File: config.mk
export PLATFORM = sky130hd
export DESIGN_NAME = btn_conditioner_flat
export DESIGN_NICKNAME = d
export VERILOG_FILES = /design/src/rtl/btn_pkg.sv /design/src/rtl/btn_if.sv /design/src/rtl/btn_channel.sv /design/src/rtl/btn_conditioner.sv /design/src/flat_wrapper.sv
export SDC_FILE = /design/constraint.sdc
export NUM_CORES = 1
export LEC_CHECK = 0
export BUFFER_PORTS_ARGS = -buffer_cell sky130_fd_sc_hd__buf_2
export CORE_AREA = 5 5 319 243
export CTS_BUF_LIST = sky130_fd_sc_hd__clkbuf_8
export DETAILED_ROUTE_END_ITERATION = 10
export DIE_AREA = 0 0 324 248
export GPL_TIMING_DRIVEN = 0
export REMOVE_ABC_BUFFERS = 1
export SKIP_LAST_GASP = 1
export SYNTH_ARGS = -nofsm -noshare
export SYNTH_HDL_FRONTEND = slang
export SYNTH_SLANG_ARGS = --single-unit
File: constraint.sdc
create_clock -name clk -period 4.6 [get_ports clk]
set_input_delay 0 -clock clk [delete_from_list [all_inputs] [get_ports clk]]
set_output_delay 0 -clock clk [all_outputs]
set_load 0.02 [all_outputs]
File: src/rtl/btn_pkg.sv
// Shared definitions for the push-button conditioner: FSM encoding, button
// bit positions and default timing at 100 MHz.
package btn_pkg;

  typedef enum logic [2:0] {
    IDLE,
    ARMING,
    HELD,
    REPEATING,
    DISARMING
  } btn_state_e;

  localparam int BTN_C = 0;
  localparam int BTN_L = 1;
  localparam int BTN_R = 2;
  localparam int BTN_U = 3;
  localparam int BTN_D = 4;

  localparam int NUM_BTN_DEF         = 5;
  localparam int DEBOUNCE_CYCLES_DEF = 2_000_000;
  localparam int HOLD_CYCLES_DEF     = 50_000_000;
  localparam int REPEAT_CYCLES_DEF   = 10_000_000;

  // One extra bit of headroom so the saturating counter can hold the largest target.
  function automatic int cnt_width(int a, int b, int c);
    int m;
    m = (a > b) ? a : b;
    m = (m > c) ? m : c;
    return $clog2(m) + 1;
  endfunction

endpackage

File: src/rtl/btn_if.sv
// Button bundle between the pad side (master) and the conditioner (slave).
interface btn_if #(parameter int NUM_BTN = 5);
  logic [NUM_BTN-1:0] btn_raw;
  logic [NUM_BTN-1:0] btn_level;
  logic [NUM_BTN-1:0] btn_press;
  logic [NUM_BTN-1:0] btn_release;
  logic [NUM_BTN-1:0] btn_repeat;

  modport master (output btn_raw,
                  input  btn_level, btn_press, btn_release, btn_repeat);
  modport slave  (input  btn_raw,
                  output btn_level, btn_press, btn_release, btn_repeat);
endinterface

File: src/rtl/btn_channel.sv
// One button: 2-flop synchroniser, debounce/hold/repeat FSM, saturating counters.
module btn_channel
  import btn_pkg::*;
#(
  parameter int DEBOUNCE_CYCLES = DEBOUNCE_CYCLES_DEF,
  parameter int HOLD_CYCLES     = HOLD_CYCLES_DEF,
  parameter int REPEAT_CYCLES   = REPEAT_CYCLES_DEF
) (
  input  logic clk,
  input  logic reset_n,
  input  logic raw,
  output logic level,
  output logic press,
  output logic rel,
  output logic rpt
);

  localparam int CW = cnt_width(DEBOUNCE_CYCLES, HOLD_CYCLES, REPEAT_CYCLES);
  localparam logic [CW-1:0] DEB_T  = CW'(DEBOUNCE_CYCLES);
  localparam logic [CW-1:0] HOLD_T = CW'(HOLD_CYCLES);
  localparam logic [CW-1:0] REP_T  = CW'(REPEAT_CYCLES);

  logic          meta, sync;
  btn_state_e    state_q, state_d, ret_q, ret_d;
  logic [CW-1:0] cnt_q, cnt_d, deb_q, deb_d;
  logic [CW-1:0] cnt_inc, deb_inc, tgt;
  logic          level_d, press_d, rel_d, rpt_d;

  assign cnt_inc = (&cnt_q) ? cnt_q : cnt_q + CW'(1);
  assign deb_inc = (&deb_q) ? deb_q : deb_q + CW'(1);
  assign tgt     = (state_q == HELD) ? HOLD_T : REP_T;

  // NOTE: registers use non-blocking assignments so every flop samples the
  // pre-edge value of its neighbours; blocking here would collapse the synchroniser.
  always_ff @(posedge clk) begin
    if (!reset_n) begin
      meta    <= 1'b0;
      sync    <= 1'b0;
      state_q <= IDLE;
      ret_q   <= IDLE;
      cnt_q   <= '0;
      deb_q   <= '0;
      level   <= 1'b0;
      press   <= 1'b0;
      rel     <= 1'b0;
      rpt     <= 1'b0;
    end else begin
      meta    <= raw;
      sync    <= meta;
      state_q <= state_d;
      ret_q   <= ret_d;
      cnt_q   <= cnt_d;
      deb_q   <= deb_d;
      level   <= level_d;
      press   <= press_d;
      rel     <= rel_d;
      rpt     <= rpt_d;
    end
  end

  // NOTE: every output of this block is defaulted first so no path leaves a
  // variable unassigned, which would otherwise infer a latch.
  always_comb begin
    state_d = state_q;
    ret_d   = ret_q;
    cnt_d   = cnt_q;
    deb_d   = deb_q;
    level_d = level;
    press_d = 1'b0;
    rel_d   = 1'b0;
    rpt_d   = 1'b0;
    unique case (state_q)
      IDLE: begin
        if (sync) begin
          state_d = ARMING;
          cnt_d   = '0;
        end
      end
      ARMING: begin
        if (!sync) begin
          state_d = IDLE;
        end else if (cnt_inc >= DEB_T) begin
          state_d = HELD;
          cnt_d   = '0;
          level_d = 1'b1;
          press_d = 1'b1;
          rpt_d   = 1'b1;
        end else begin
          cnt_d = cnt_inc;
        end
      end
      HELD, REPEATING: begin
        if (!sync) begin
          // The cycle just spent held still counts, but a due pulse waits for the return.
          state_d = DISARMING;
          ret_d   = state_q;
          deb_d   = '0;
          cnt_d   = (cnt_inc >= tgt) ? cnt_q : cnt_inc;
        end else if (cnt_inc >= tgt) begin
          state_d = REPEATING;
          cnt_d   = '0;
          rpt_d   = 1'b1;
        end else begin
          cnt_d = cnt_inc;
        end
      end
      DISARMING: begin
        if (sync) begin
          state_d = ret_q;
        end else if (deb_inc >= DEB_T) begin
          state_d = IDLE;
          cnt_d   = '0;
          level_d = 1'b0;
          rel_d   = 1'b1;
        end else begin
          deb_d = deb_inc;
        end
      end
      default: state_d = IDLE;
    endcase
  end

endmodule

File: src/rtl/btn_conditioner.sv
// Synchronises and debounces NUM_BTN push-buttons; one independent channel per bit.
module btn_conditioner
  import btn_pkg::*;
#(
  parameter int NUM_BTN         = NUM_BTN_DEF,
  parameter int DEBOUNCE_CYCLES = DEBOUNCE_CYCLES_DEF,
  parameter int HOLD_CYCLES     = HOLD_CYCLES_DEF,
  parameter int REPEAT_CYCLES   = REPEAT_CYCLES_DEF
) (
  input logic  clk,
  input logic  reset_n,
  btn_if.slave bus
);

  for (genvar i = 0; i < NUM_BTN; i++) begin : g_ch
    btn_channel #(
      .DEBOUNCE_CYCLES (DEBOUNCE_CYCLES),
      .HOLD_CYCLES     (HOLD_CYCLES),
      .REPEAT_CYCLES   (REPEAT_CYCLES)
    ) u_channel (
      .clk     (clk),
      .reset_n (reset_n),
      .raw     (bus.btn_raw[i]),
      .level   (bus.btn_level[i]),
      .press   (bus.btn_press[i]),
      .rel     (bus.btn_release[i]),
      .rpt     (bus.btn_repeat[i])
    );
  end

endmodule

File: src/flat_wrapper.sv
// flat-port wrapper written by rule: the top's interface ports become plain ports
module btn_conditioner_flat import btn_pkg::*;
#(
  parameter int NUM_BTN         = NUM_BTN_DEF,
  parameter int DEBOUNCE_CYCLES = DEBOUNCE_CYCLES_DEF,
  parameter int HOLD_CYCLES     = HOLD_CYCLES_DEF,
  parameter int REPEAT_CYCLES   = REPEAT_CYCLES_DEF
)
  (clk, reset_n, bus_btn_raw, bus_btn_level, bus_btn_press, bus_btn_release, bus_btn_repeat);
  btn_if #(.NUM_BTN(NUM_BTN)) bus_i ();
  input logic clk;
  input logic reset_n;
  input wire logic [$bits(bus_i.btn_raw)-1:0] bus_btn_raw;
  output wire logic [$bits(bus_i.btn_level)-1:0] bus_btn_level;
  output wire logic [$bits(bus_i.btn_press)-1:0] bus_btn_press;
  output wire logic [$bits(bus_i.btn_release)-1:0] bus_btn_release;
  output wire logic [$bits(bus_i.btn_repeat)-1:0] bus_btn_repeat;
  assign bus_i.btn_raw = bus_btn_raw;
  assign bus_btn_level = bus_i.btn_level;
  assign bus_btn_press = bus_i.btn_press;
  assign bus_btn_release = bus_i.btn_release;
  assign bus_btn_repeat = bus_i.btn_repeat;
  btn_conditioner #(.NUM_BTN(NUM_BTN), .DEBOUNCE_CYCLES(DEBOUNCE_CYCLES), .HOLD_CYCLES(HOLD_CYCLES), .REPEAT_CYCLES(REPEAT_CYCLES)) u_core (.clk(clk), .reset_n(reset_n), .bus(bus_i));
endmodule
# Word level (Yosys, flattened, before mapping)
# Cells that the tools add are included.
[classes] n_addsub=10 order_cmp=15 n_eq_ne=75 mux=175 n_bitwise=11 reduce_logical=70
[ops] cell="27-bit two-way mux" n=65
[ops] cell="27-bit case mux with 4 select lines" n=5
[ops] cell="27-bit by 1-bit adder with 27-bit output (second input constant)" n=10
[ops] cell="27-bit by 21-bit >= comparator with 1-bit output (second input constant)" n=10
[ops] cell="27-bit case mux with 2 select lines" n=5
[ops] cell="27-bit AND reduction" n=10
[ops] cell="27-bit by 26-bit >= comparator with 1-bit output" n=5
[ops] cell="26-bit two-way mux" n=5
[ops] cell="3-bit two-way mux" n=35
[ops] cell="2-bit != test (second input constant)" n=35
[ops] cell="3-bit != test (second input constant)" n=20
[ops] cell="3-bit case mux with 4 select lines" n=5
[ops] cell="1-bit two-way mux" n=45
[ops] cell="4-bit AND reduction" n=10
[ops] cell="3-bit by 2-bit == test with 1-bit output (second input constant)" n=10
[ops] cell="6-bit AND reduction" n=5
[ops] cell="5-bit AND reduction" n=5
[ops] cell="1-bit case mux with 2 select lines" n=10
[ops] cell="2-bit AND reduction" n=10
[ops] cell="2-bit nonzero test" n=10
[ops] cell="4-bit nonzero test" n=5
[ops] cell="3-bit by 1-bit == test with 1-bit output (second input constant)" n=5
[ops] cell="3-bit == test (second input constant)" n=5
[ops] cell="3-bit logical NOT" n=5
[ops] cell="3 further kinds" n=21
[totals] reg_bits=330 in_bits=7

# Longest topological paths before layout
# Gate-level depths: netlist (run 1).
[logic_depth] ltp_word=6 ltp_mapped=20 mapped_depth_nobuf=17

# Cells and area by module
# Synthesis (run 1) repeated with hierarchy kept, for this count alone.
[hier_totals] cells_unflattened=2870 area_unflattened_um2=22380.2
[modules_own_cells] module="btn_channel (u_core.g_ch[0].u_channel ...)" instances=2 cells_per_inst=560 area_each_um2=4435.5 seq_area_each_um2=1321.3
[modules_own_cells] module="btn_channel (u_core.g_ch[3].u_channel)" instances=1 cells_per_inst=601 area_each_um2=4596.9 seq_area_each_um2=1321.3
[modules_own_cells] module="btn_channel (u_core.g_ch[4].u_channel)" instances=1 cells_per_inst=570 area_each_um2=4514.3 seq_area_each_um2=1321.3
[modules_own_cells] module="btn_channel (u_core.g_ch[2].u_channel)" instances=1 cells_per_inst=579 area_each_um2=4398.0 seq_area_each_um2=1321.3

# Worst setup path after synthesis (run 1)
# No wires, ideal clock.
[synth_timing] path_kind="register to register" start="register u_core.g_ch[2].u_channel.cnt_q[12]" end="register u_core.g_ch[2].u_channel.cnt_q[20]" arrival_ps=4078 path_slack_ps=448 stages_incl_launch_ff=17 path_buffers=2 period_less_slack_ps=4152 cell_sequence="dfxtp_1 > nand4_2 > or4_1 > clkbuf_1 > a2111oi_2 > a21oi_1 > ha_1 > mux2_2 > a2111oi_1 > nand3_1 > a41o_1 > o21ai_1 > nand2_1 > a21o_1 > buf_2 > or3_1 > o21ai_0"
[synth_via] elab_chain_len=6 word_cells_on_any_way=13 cone_classes="add/sub (1); order compare (2); eq/ne (1); mux (7); reduce/logical (2)"
[synth_rtl] element="start, declared" line="btn_channel.sv:25" source="logic [CW-1:0] cnt_q, cnt_d, deb_q, deb_d;"
[synth_rtl] element="start signal, assigned" line="btn_channel.sv:52" source="cnt_q <= cnt_d;"
[synth_rtl] element="27-bit by 1-bit adder with 27-bit output or 27-bit AND reduction (tied branches)" line="btn_channel.sv:29" source="assign cnt_inc = (&cnt_q) ? cnt_q : cnt_q + CW'(1);"
[synth_rtl] element="27-bit two-way mux (*)" line="btn_channel.sv:29"
[synth_rtl] element="27-bit by 26-bit >= comparator with 1-bit output or 27-bit by 21-bit >= comparator with 1-bit output (tied branches)" line="btn_channel.sv:98, btn_channel.sv:99, btn_channel.sv:82"
[synth_rtl] element="27-bit two-way mux (on tied branches)" line="btn_channel.sv:99, btn_channel.sv:82"
[synth_rtl] element="27-bit two-way mux (on tied branches)" line="btn_channel.sv:93, btn_channel.sv:80"
[synth_rtl] element="27-bit case mux with 4 select lines" line="btn_channel.sv:72" source="unique case (state_q)"
# Every way passes the cells marked *; elsewhere a longest branch is shown, timed or not. The select of a mux whose other input is x is not followed.
# A chain may end at the register's enable or synchronous reset.

# Worst setup path after layout (run 1)
[layout_timing] start="register u_core.g_ch[4].u_channel.cnt_q[0]" end="register u_core.g_ch[4].u_channel.cnt_q[0]"
[layout_via] elab_chain_len=6 word_cells_on_any_way=13 cone_classes="add/sub (1); order compare (2); eq/ne (1); mux (7); reduce/logical (2)"
[layout_rtl] element="start, declared" line="btn_channel.sv:25"
[layout_rtl] element="start signal, assigned" line="btn_channel.sv:52"
[layout_rtl] element="27-bit by 1-bit adder with 27-bit output or 27-bit AND reduction (tied branches)" line="btn_channel.sv:29"
[layout_rtl] element="27-bit two-way mux (*)" line="btn_channel.sv:29"
[layout_rtl] element="27-bit by 26-bit >= comparator with 1-bit output or 27-bit by 21-bit >= comparator with 1-bit output (tied branches)" line="btn_channel.sv:98, btn_channel.sv:99, btn_channel.sv:82"
[layout_rtl] element="27-bit two-way mux (on tied branches)" line="btn_channel.sv:99, btn_channel.sv:82"
[layout_rtl] element="27-bit two-way mux (on tied branches)" line="btn_channel.sv:93, btn_channel.sv:80"
[layout_rtl] element="27-bit case mux with 4 select lines" line="btn_channel.sv:72"
# Marks and branches as above.

==> results summary, run 1 <==
The instance count of the mapped netlist is 2833. The critical path is of the reg -> reg type. Using the TritonRoute via totals, the vias-per-cell ratio works out to 5.622. STA classifies the critical path startpoint as a register. dfxtp_1 takes more of the synthesized area than any other cell. At the end of the flow the core is filled with cells to 33.51%. The initial DRC count came out at 1947. The number of slew-limit violations in the final report is 0. Dividing the detail-routed wire length by the instance count gives 15.91 um.

Dividing the synthesized area by the synthesized cell count gives 7.779 sq um. The power spent charging and discharging nets is 1473 uW. Entering global routing, the biggest net connects 66 pins. The antenna diode count is 0. The flow ran to the end, and the final reports show no timing, DRC or antenna violations. In this run the critical register-to-register path is launched from u_core.g_ch[4].u_channel.cnt_q[0]. From left edge to right edge, the die measures 324 um. The number of primary I/O pins came out at 27. The share of total power dissipated in sequential elements is 47.8%. The share of the cycle needed by the critical path after routing came out at 96.76%.

Among all flip-flop cells after synthesis, the most frequent one is dfxtp_1. The class of the most critical hold timing path is in -> reg. Yosys attributes the largest share of cell area to dfxtp_1 (30%), nand2_1 (4.4%), a21oi_1 (4.0%). The top cell types in the final layout, fill and taps aside, are dfxtp_1 (317), nand2_1 (255), nor2_1 (204). The type of element capturing the critical path is a register.

Once the floorplan was initialized, standard cells occupied 29.69% of the core. The remaining global-route overflow came out at 0. Clock tree synthesis found a total of 330 sinks. Net switching is 24.47% of the power. After clock tree synthesis, the clock-pin slew on the worst setup and hold paths is 0.06 ns. At the end of routability-driven placement, the weighted congestion stood at 0.8785.

The initial antenna violation count came out at 0. The worst setup skew after layout came out at 0.03084 ns. The count of placed standard cells including taps is 3641. Of the synthesized area, sequential elements account for 29.98%. The clock network latency to the later pin of the worst-skew pair came out at 0.68 ns. The maximum fanout count along the critical path is 11.

For the worst setup path, the data arrival time is 5.07 ns. In this run the most critical hold path is launched from bus_btn_raw[4]. The number of global-route vias before repair came out at 18.95k.

The internal reg-to-reg setup slack came out at 0.15 ns. In the routed design, unresolved DRC markers number 0. The shortest period the worst path allows is 4.451 ns. The number of hold violations in the final report came out at 0. The clock network burns 48.7% of the power.

The transition time at the pin with the least slew margin is 1.350 ns. The tightest slew margin relative to the limit came out at 9.620%. STA puts the critical path data required time at 5.22 ns.

The netlist area before placement came out at 22040 sq um. The net count of the finished layout is 2857. The longest clock path from root to sink contains 3 buffers. The library cell used most frequently in the layout, excluding fill and tap cells, is dfxtp_1. For this run, the total global-route usage over all layers was measured as 14.31%. TritonCTS built the clock tree. Derived from the worst setup path, the maximum achievable clock frequency is 0.2247 GHz. The fraction of post-synthesis cell area in the top cell type by area came out at 29.98%. The power per unit of standard cell area came out at 242.0 nW/um^2.

The first TritonRoute pass finished after 5 iterations. Relative to the synthesized area, the layout overhead comes to 12.88%. The most critical setup path has its endpoint at u_core.g_ch[4].u_channel.cnt_q[0]. The floorplan die height came out at 248 um. The floorplan step defined a die boundary enclosing 80350 sq um.

Clock tree synthesis selected as its root buffer the cell clkbuf_8. The worst supply voltage drop on vdd came out at 202.5 uV. The final route contains 21.51k vias. The final antenna-violating net count came out at 0. The post-layout total power is 6019 uW. The share of flip-flops with an asynchronous set or reset after synthesis came out at 0%. The share of cells above drive strength 1 is 13.07%. The combinational share of power is 3.4%.

Summed over all layers, the routed wires come to 60.86 mm. The reg-to-reg endpoint is u_core.g_ch[4].u_channel.cnt_q[0]. The post-synthesis register bit count is 330. The number of cells on the worst reg-to-reg path came out at 16. The count of buffers added on input and output ports is 26.

The detailed placer's ending HPWL is 38.76 mm. Setup repair after global routing could not meet its margin everywhere. The TritonCTS buffer count is 60. The final non-filler cell total is 3825. The max capacitance violation total is 0. The depth of the CTS H-tree is 2. Yosys mapped a number of flops with a built-in enable equal to 0. The global-route wire length before repair is 98.70 mm. The number of warnings printed during yosys synthesis is 0.

The distinct cell type count of the synthesized netlist came out at 108. The floorplan has 87 rows. The internal power summed over all cells is 4546 uW. The total core area is 74240 sq um.

The most critical setup path has its startpoint at u_core.g_ch[4].u_channel.cnt_q[0]. The static leakage power is 0.008766 uW. The number of endpoints failing setup at the final stage came out at 0.
-- Yosys cell counts, types with 45 or more instances --
| cell type | number |
|---|---|
| dfxtp_1 | 330 |
| nor3_1 | 106 |
| buf_2 | 59 |
| a31oi_1 | 80 |
| and3_1 | 95 |
| nor2_1 | 208 |
| nand4_1 | 82 |
| ha_1 | 50 |
| xnor2_1 | 67 |
| o21ai_0 | 153 |
| nand2_1 | 259 |
| clkbuf_1 | 100 |
| nand3_1 | 143 |
| a21oi_1 | 174 |
| or3_1 | 49 |
| and2_1 | 45 |
| inv_1 | 79 |
-- through the flow --
step | TNS (ns) | worst slack, ns | hold WS [ns] | area [sq um]
after floorplan | 0 | 0.05350 | 0.1205 | 21070
after global placement | -386.20 | -2.716 | 0.2102 | 22430
after detailed placement | -100.34 | -1.222 | 0.2130 | 22490
after CTS | 0 | 0.01504 | 0.002702 | 24270
after global routing | -0.6057 | -0.1053 | 0.04087 | 24880
final | 0 | 0.1492 | 0.06616 | 24880
-- worst max-delay path, stage by stage, from the launching register on --
cell	delay, ns
dfxtp_1	0.39
ha_2	0.26
and2_1	0.25
nand4_1	0.12
buf_4	0.19
o21ai_0	0.16
mux2_2	0.21
ha_1	0.26
mux2_2	0.27
a2111o_1	0.40
a211o_1	0.31
a311o_1	0.36
nand2_1	0.12
a21oi_1	0.12
o22ai_4	0.33
and3_2	0.43
mux2_2	0.20
-- per-layer routing --
| metal | wire [um] | vias to the layer above | part of all wire (%) | global-route usage [%] |
|---|---|---|---|---|
| li1 | - | 10672 | - | - |
| met4 | 974 | 0 | 1.6 | 3.381 |
| met3 | 4131 | 73 | 6.8 | 2.780 |
| met1 | 31150 | 10112 | 51 | 22.09 |
| met2 | 24600 | 649 | 40 | 20.25 |
| met5 | 0 | - | 0 | 0 |
-- area by class of cell --
| class | instances | area, sq um |
|---|---|---|
| Clock buffer | 74 | 1018 |
| Clock inverter | 34 | 222.7 |
| Fill cell | 7812 | 49360 |
| Inverter | 80 | 302.8 |
| Multi-Input combinational cell | 2230 | 14690 |
| Sequential cell | 330 | 6623 |
| Tap cell | 979 | 1225 |
| Timing Repair Buffer | 98 | 798.3 |
-- power by group through the flow --
stage          clock (uW)  combinational (uW)  sequential, uW
2_1_floorplan           0                 100            2940
3_3_place_gp            0                 163            2940
3_5_place_dp            0                 169            2940
4_1_cts              3070                 194            2880
5_1_grt              3210                 225            2880
6_report             2930                 207            2880
-- sequential cells by signal (all words and copies together), names as in the netlist --
name / cells
u_core.g_ch.u_channel.level: 5
u_core.g_ch.u_channel.state_q: 15
u_core.g_ch.u_channel.rel: 5
u_core.g_ch.u_channel.sync: 5
u_core.g_ch.u_channel.press: 5
u_core.g_ch.u_channel.meta: 5
u_core.g_ch.u_channel.deb_q: 135
u_core.g_ch.u_channel.ret_q: 15
u_core.g_ch.u_channel.rpt: 5
u_core.g_ch.u_channel.cnt_q: 135
-- kinds of logic (layout without fill, tap and decap cells) --
group	Yosys count	after routing	share of synthesized area, %
flip-flops	330	330	29.98
AND/OR/NAND/NOR	1257	1262	30.99
multiplexers	39	39	1.856
adder cells (fa/ha/maj)	50	50	2.839
AO/OA/AOI/OAI	781	782	24.75
XOR/XNOR	97	97	3.855
buffers and inverters	279	286	5.740
-- repair_timing --
item / CTS / global route
gates cloned: 3 / 3
hold buffers: 9 / 0
endpoints found under the setup margin: 136 / 193
endpoints found under the hold margin: 50 / 0
resized for setup: 47 / 61
pin swaps: 12 / 27
setup buffers: 22 / 39
-- worst min-delay path by stage --
| stage | slack (ns) | cells past startpoint | end |
|---|---|---|---|
| after floorplan | 0.12 | 2 | u_core.g_ch[0].u_channel.ret_q[2] |
| after global placement | 0.21 | 2 | u_core.g_ch[1].u_channel.meta |
| after detailed placement | 0.21 | 2 | u_core.g_ch[1].u_channel.meta |
| after CTS | 0.003 | 3 | u_core.g_ch[4].u_channel.meta |
| after global routing | 0.04 | 3 | u_core.g_ch[4].u_channel.meta |
| final | 0.07 | 3 | u_core.g_ch[4].u_channel.meta |
(Power assumes the default switching activity.)
==> run 2: changes to the inputs <==
- CORE_AREA: 5 5 319 243 -> 5 5 249 190
- DIE_AREA: 0 0 324 248 -> 0 0 254 195
- HOLD_SLACK_MARGIN: default -> 0.08
- PLACE_DENSITY: default -> 0.65
==> run 2 against run 1 <==
Net effect:
- critical path depth unchanged
- first-iteration DRC count increased by 8.6%
- combinational power about the same
- sequential power about the same
- via count increased by 2.5%
- sequential share of layout area increased by 0.57 points
- worst setup slack got worse by 0.027 ns
- routed wire length decreased by 1.2%
- utilization increased by 21 points
- critical path type unchanged
- largest power group unchanged
==> results summary, run 2 (same netlist as run 1, synthesis figures left out) <==
The top cell types in the final layout, fill and taps aside, are dfxtp_1 (317), nand2_1 (256), nor2_1 (205). The die width came out at 254 um (-22%). The number of global-route vias before repair came out at 19.63k (+3.6%).

TritonCTS built the clock tree. The number of hold violations in the final report is 0 (unchanged). The total core area is 44430 sq um (-40%). The required time at the endpoint of the critical path came out at 5.12 ns (-0.10 ns). The library cell used as clock root buffer is clkbuf_8. The via-per-instance ratio is 6.441 (+15%).

The depth of the CTS H-tree came out at 2 (unchanged). The worst setup margin came out at 0.1222 ns (-0.02693 ns). The weighted congestion reported at the end of routability-driven placement is 0.9266 (+5.5%). The maximum achievable frequency is 0.2233 GHz (-0.60%). The internal power summed over all cells came out at 4622 uW (+1.7%). The final antenna-violating net count is 0 (unchanged). The data arrival at the endpoint of the critical path came to 5.00 ns (-0.07 ns). The area of the die came to 49530 sq um (-38%). The remaining global-route overflow came out at 0 (unchanged). The effective utilization at floorplan is 49.60% (+20 points). The flow ran to the end, and the final reports show no timing, DRC or antenna violations. The first-pass detailed-route iteration total is 5 (unchanged). The smallest hold slack came to 0.1776 ns (+0.1114 ns).

The clock input transition at the sequential cells of the worst setup and hold paths is 0.06 ns (about the same). Leaving out fill and tap cells, the most frequent cell in the layout is dfxtp_1. The detailed placer's ending HPWL came to 38.64 mm (-0.30%). The area growth from synthesis to layout is 10.53%. The TritonCTS buffer count was 56 (-6.7%). The post-layout net count came out at 2848 (-0.32%).

The residual DRC count came out at 0 (unchanged). The power per unit of standard cell area came out at 247.9 nW/um^2 (+2.4%). The number of endpoints failing setup at the final stage came to 0 (unchanged). The overall track demand over capacity in global routing came out at 22.59% (+8.3 points).

The quantity of I/O buffers inserted on ports is 26 (unchanged). The combinational share of power is 3.4% (about the same). The share of total power in sequential cells was 47.7% (about the same).

The detail-routed net length per standard cell is 17.57 um (+10%). The clock network latency to the later pin of the worst-skew pair came out at 0.64 ns (-0.04 ns). The worst setup path is launched from a register. The shortest period the worst path allows is 4.478 ns (+0.02693 ns).

The number of slew-limit violations in the final report is 0 (unchanged). The fraction of power consumed by the clock network is 48.9% (+0.2 points). The tightest min-delay check is of the in -> reg type. The setup slack at placement came out at -1.220 ns (+0.001210 ns). The maximum fanout count along the critical path is 9 (-2). The worst supply voltage drop on vdd came out at 185.3 uV (-8.5%). The global-route wire length before repair came out at 97.82 mm (-0.89%). The number of vias after detailed routing is 22.03k (+2.5%). The post-layout total power was 6038 uW (+0.32%). The number of rows in the core area is 67 (-23%). The fraction of power spent switching nets is 23.46% (-1.0 points).

The share of cells above drive strength 1 came out at 12.80% (-0.27 points). The floorplan die height was 195 um (-21%). The initial DRC count came out at 2114 (+8.6%). The tightest slew margin relative to the limit came out at 13.59% (+4.0 points). The wire length reported by the detailed router is 60.11 mm (-1.2%). The number of sinks on the clock net was 330 (unchanged). STA classifies the critical path endpoint as a register. The worst setup skew after layout was 0.01838 ns (-0.01246 ns).

The worst hold path cell count came out at 3 (unchanged). The share of the cycle needed by the critical path after routing is 97.34% (+0.59 points). The initial antenna violation count came out at 0 (unchanged). The antenna diode count was 0 (unchanged). The transition time at the pin with the least slew margin came to 1.291 ns (-0.05926 ns). The number of primary I/O pins came out at 27 (unchanged). In the final layout, the registers with the most flip-flops are u_core.g_ch.u_channel.cnt_q: 135 flops, u_core.g_ch.u_channel.deb_q: 135 flops. The number of cells on the worst reg-to-reg path is 16 (unchanged). The pin count of the biggest net entering global routing was 78 (+18%). The max capacitance violation total was 0 (unchanged). The power spent charging and discharging nets is 1416 uW (-3.8%). The setup path with the least slack is of type reg -> reg. The static leakage power came out at 0.008693 uW (-0.83%).

The number of buffers between clock root and the deepest sink came out at 3 (unchanged).
==> run 2: worst max-delay path: stages (launching register included) <==
cell and delay (ns):
dfxtp_1 0.46, nand4_1 0.25, or3_1 0.48, o31ai_4 0.32, nor2_1 0.12, and3_1 0.25
xor2_1 0.15, ha_1 0.31, and3_1 0.15, nand3_1 0.09, a2111oi_1 0.58, o21ai_2 0.18
a32oi_4 0.40, nor2_4 0.12, buf_4 0.21, a41oi_1 0.21, nor2_1 0.05
==> run 2: what timing repair did <==
| action | 4_1_cts | 5_1_grt |
|---|---|---|
| pin swaps | 14 | 23 |
| endpoints found under the hold margin | 43 | 0 |
| setup endpoints to repair | 135 | 160 |
| hold buffers | 12 | 0 |
| gates cloned | 4 | 4 |
| setup buffers | 16 | 35 |
| gates resized for setup | 40 | 61 |
==> run 2: power by group through the flow <==
stage | logic (uW) | clock network (uW) | registers [uW]
final | 204 | 2960 | 2880
after global routing | 223 | 3180 | 2880
after CTS | 189 | 3050 | 2880
after detailed placement | 165 | 0 | 2940
after global placement | 158 | 0 | 2940
after floorplan | 100 | 0 | 2940
==> run 2: final timing paths <==
check / endpoint / start / slack (ns)
max: u_core.g_ch[1].u_channel.cnt_q[3] / u_core.g_ch[1].u_channel.cnt_q[19] / 0.12
min: u_core.g_ch[2].u_channel.meta / bus_btn_raw[2] / 0.18
max reg2reg: u_core.g_ch[1].u_channel.cnt_q[3] / u_core.g_ch[1].u_channel.cnt_q[19] / 0.12
min reg2reg: u_core.g_ch[3].u_channel.sync / u_core.g_ch[3].u_channel.meta / 0.44
==> run 2: layout make-up <==
type | instances | area [sq um]
fillers | 4067 | 20070
inverters | 80 | 302.8
clock buffers | 79 | 1087
repair buffers | 91 | 740.7
well taps | 586 | 733.2
multi-input cells | 2232 | 14690
clock inverters | 23 | 182.7
flip-flops and latches | 330 | 6623
==> run 2: layer usage <==
metal	track usage (%)	routed length (um)
met3	3.910	4305
met1	34.41	29450
met5	0	0
met4	6.004	830
met2	32.83	25530
==> run 2: per-stage QoR <==
| step | TNS [ns] | instances | utilization (%) | cell area (sq um) |
|---|---|---|---|---|
| floorplan | 0 | 2634 | - | 21070 |
| global placement | -303.39 | 3246 | 49.37 | 21940 |
| detailed placement | -101.28 | 3248 | 49.51 | 22000 |
| CTS | -0.05274 | 3382 | 53.51 | 23780 |
| global route | -0.3265 | 3421 | 54.83 | 24360 |
| finish | 0 | 3421 | 54.83 | 24360 |
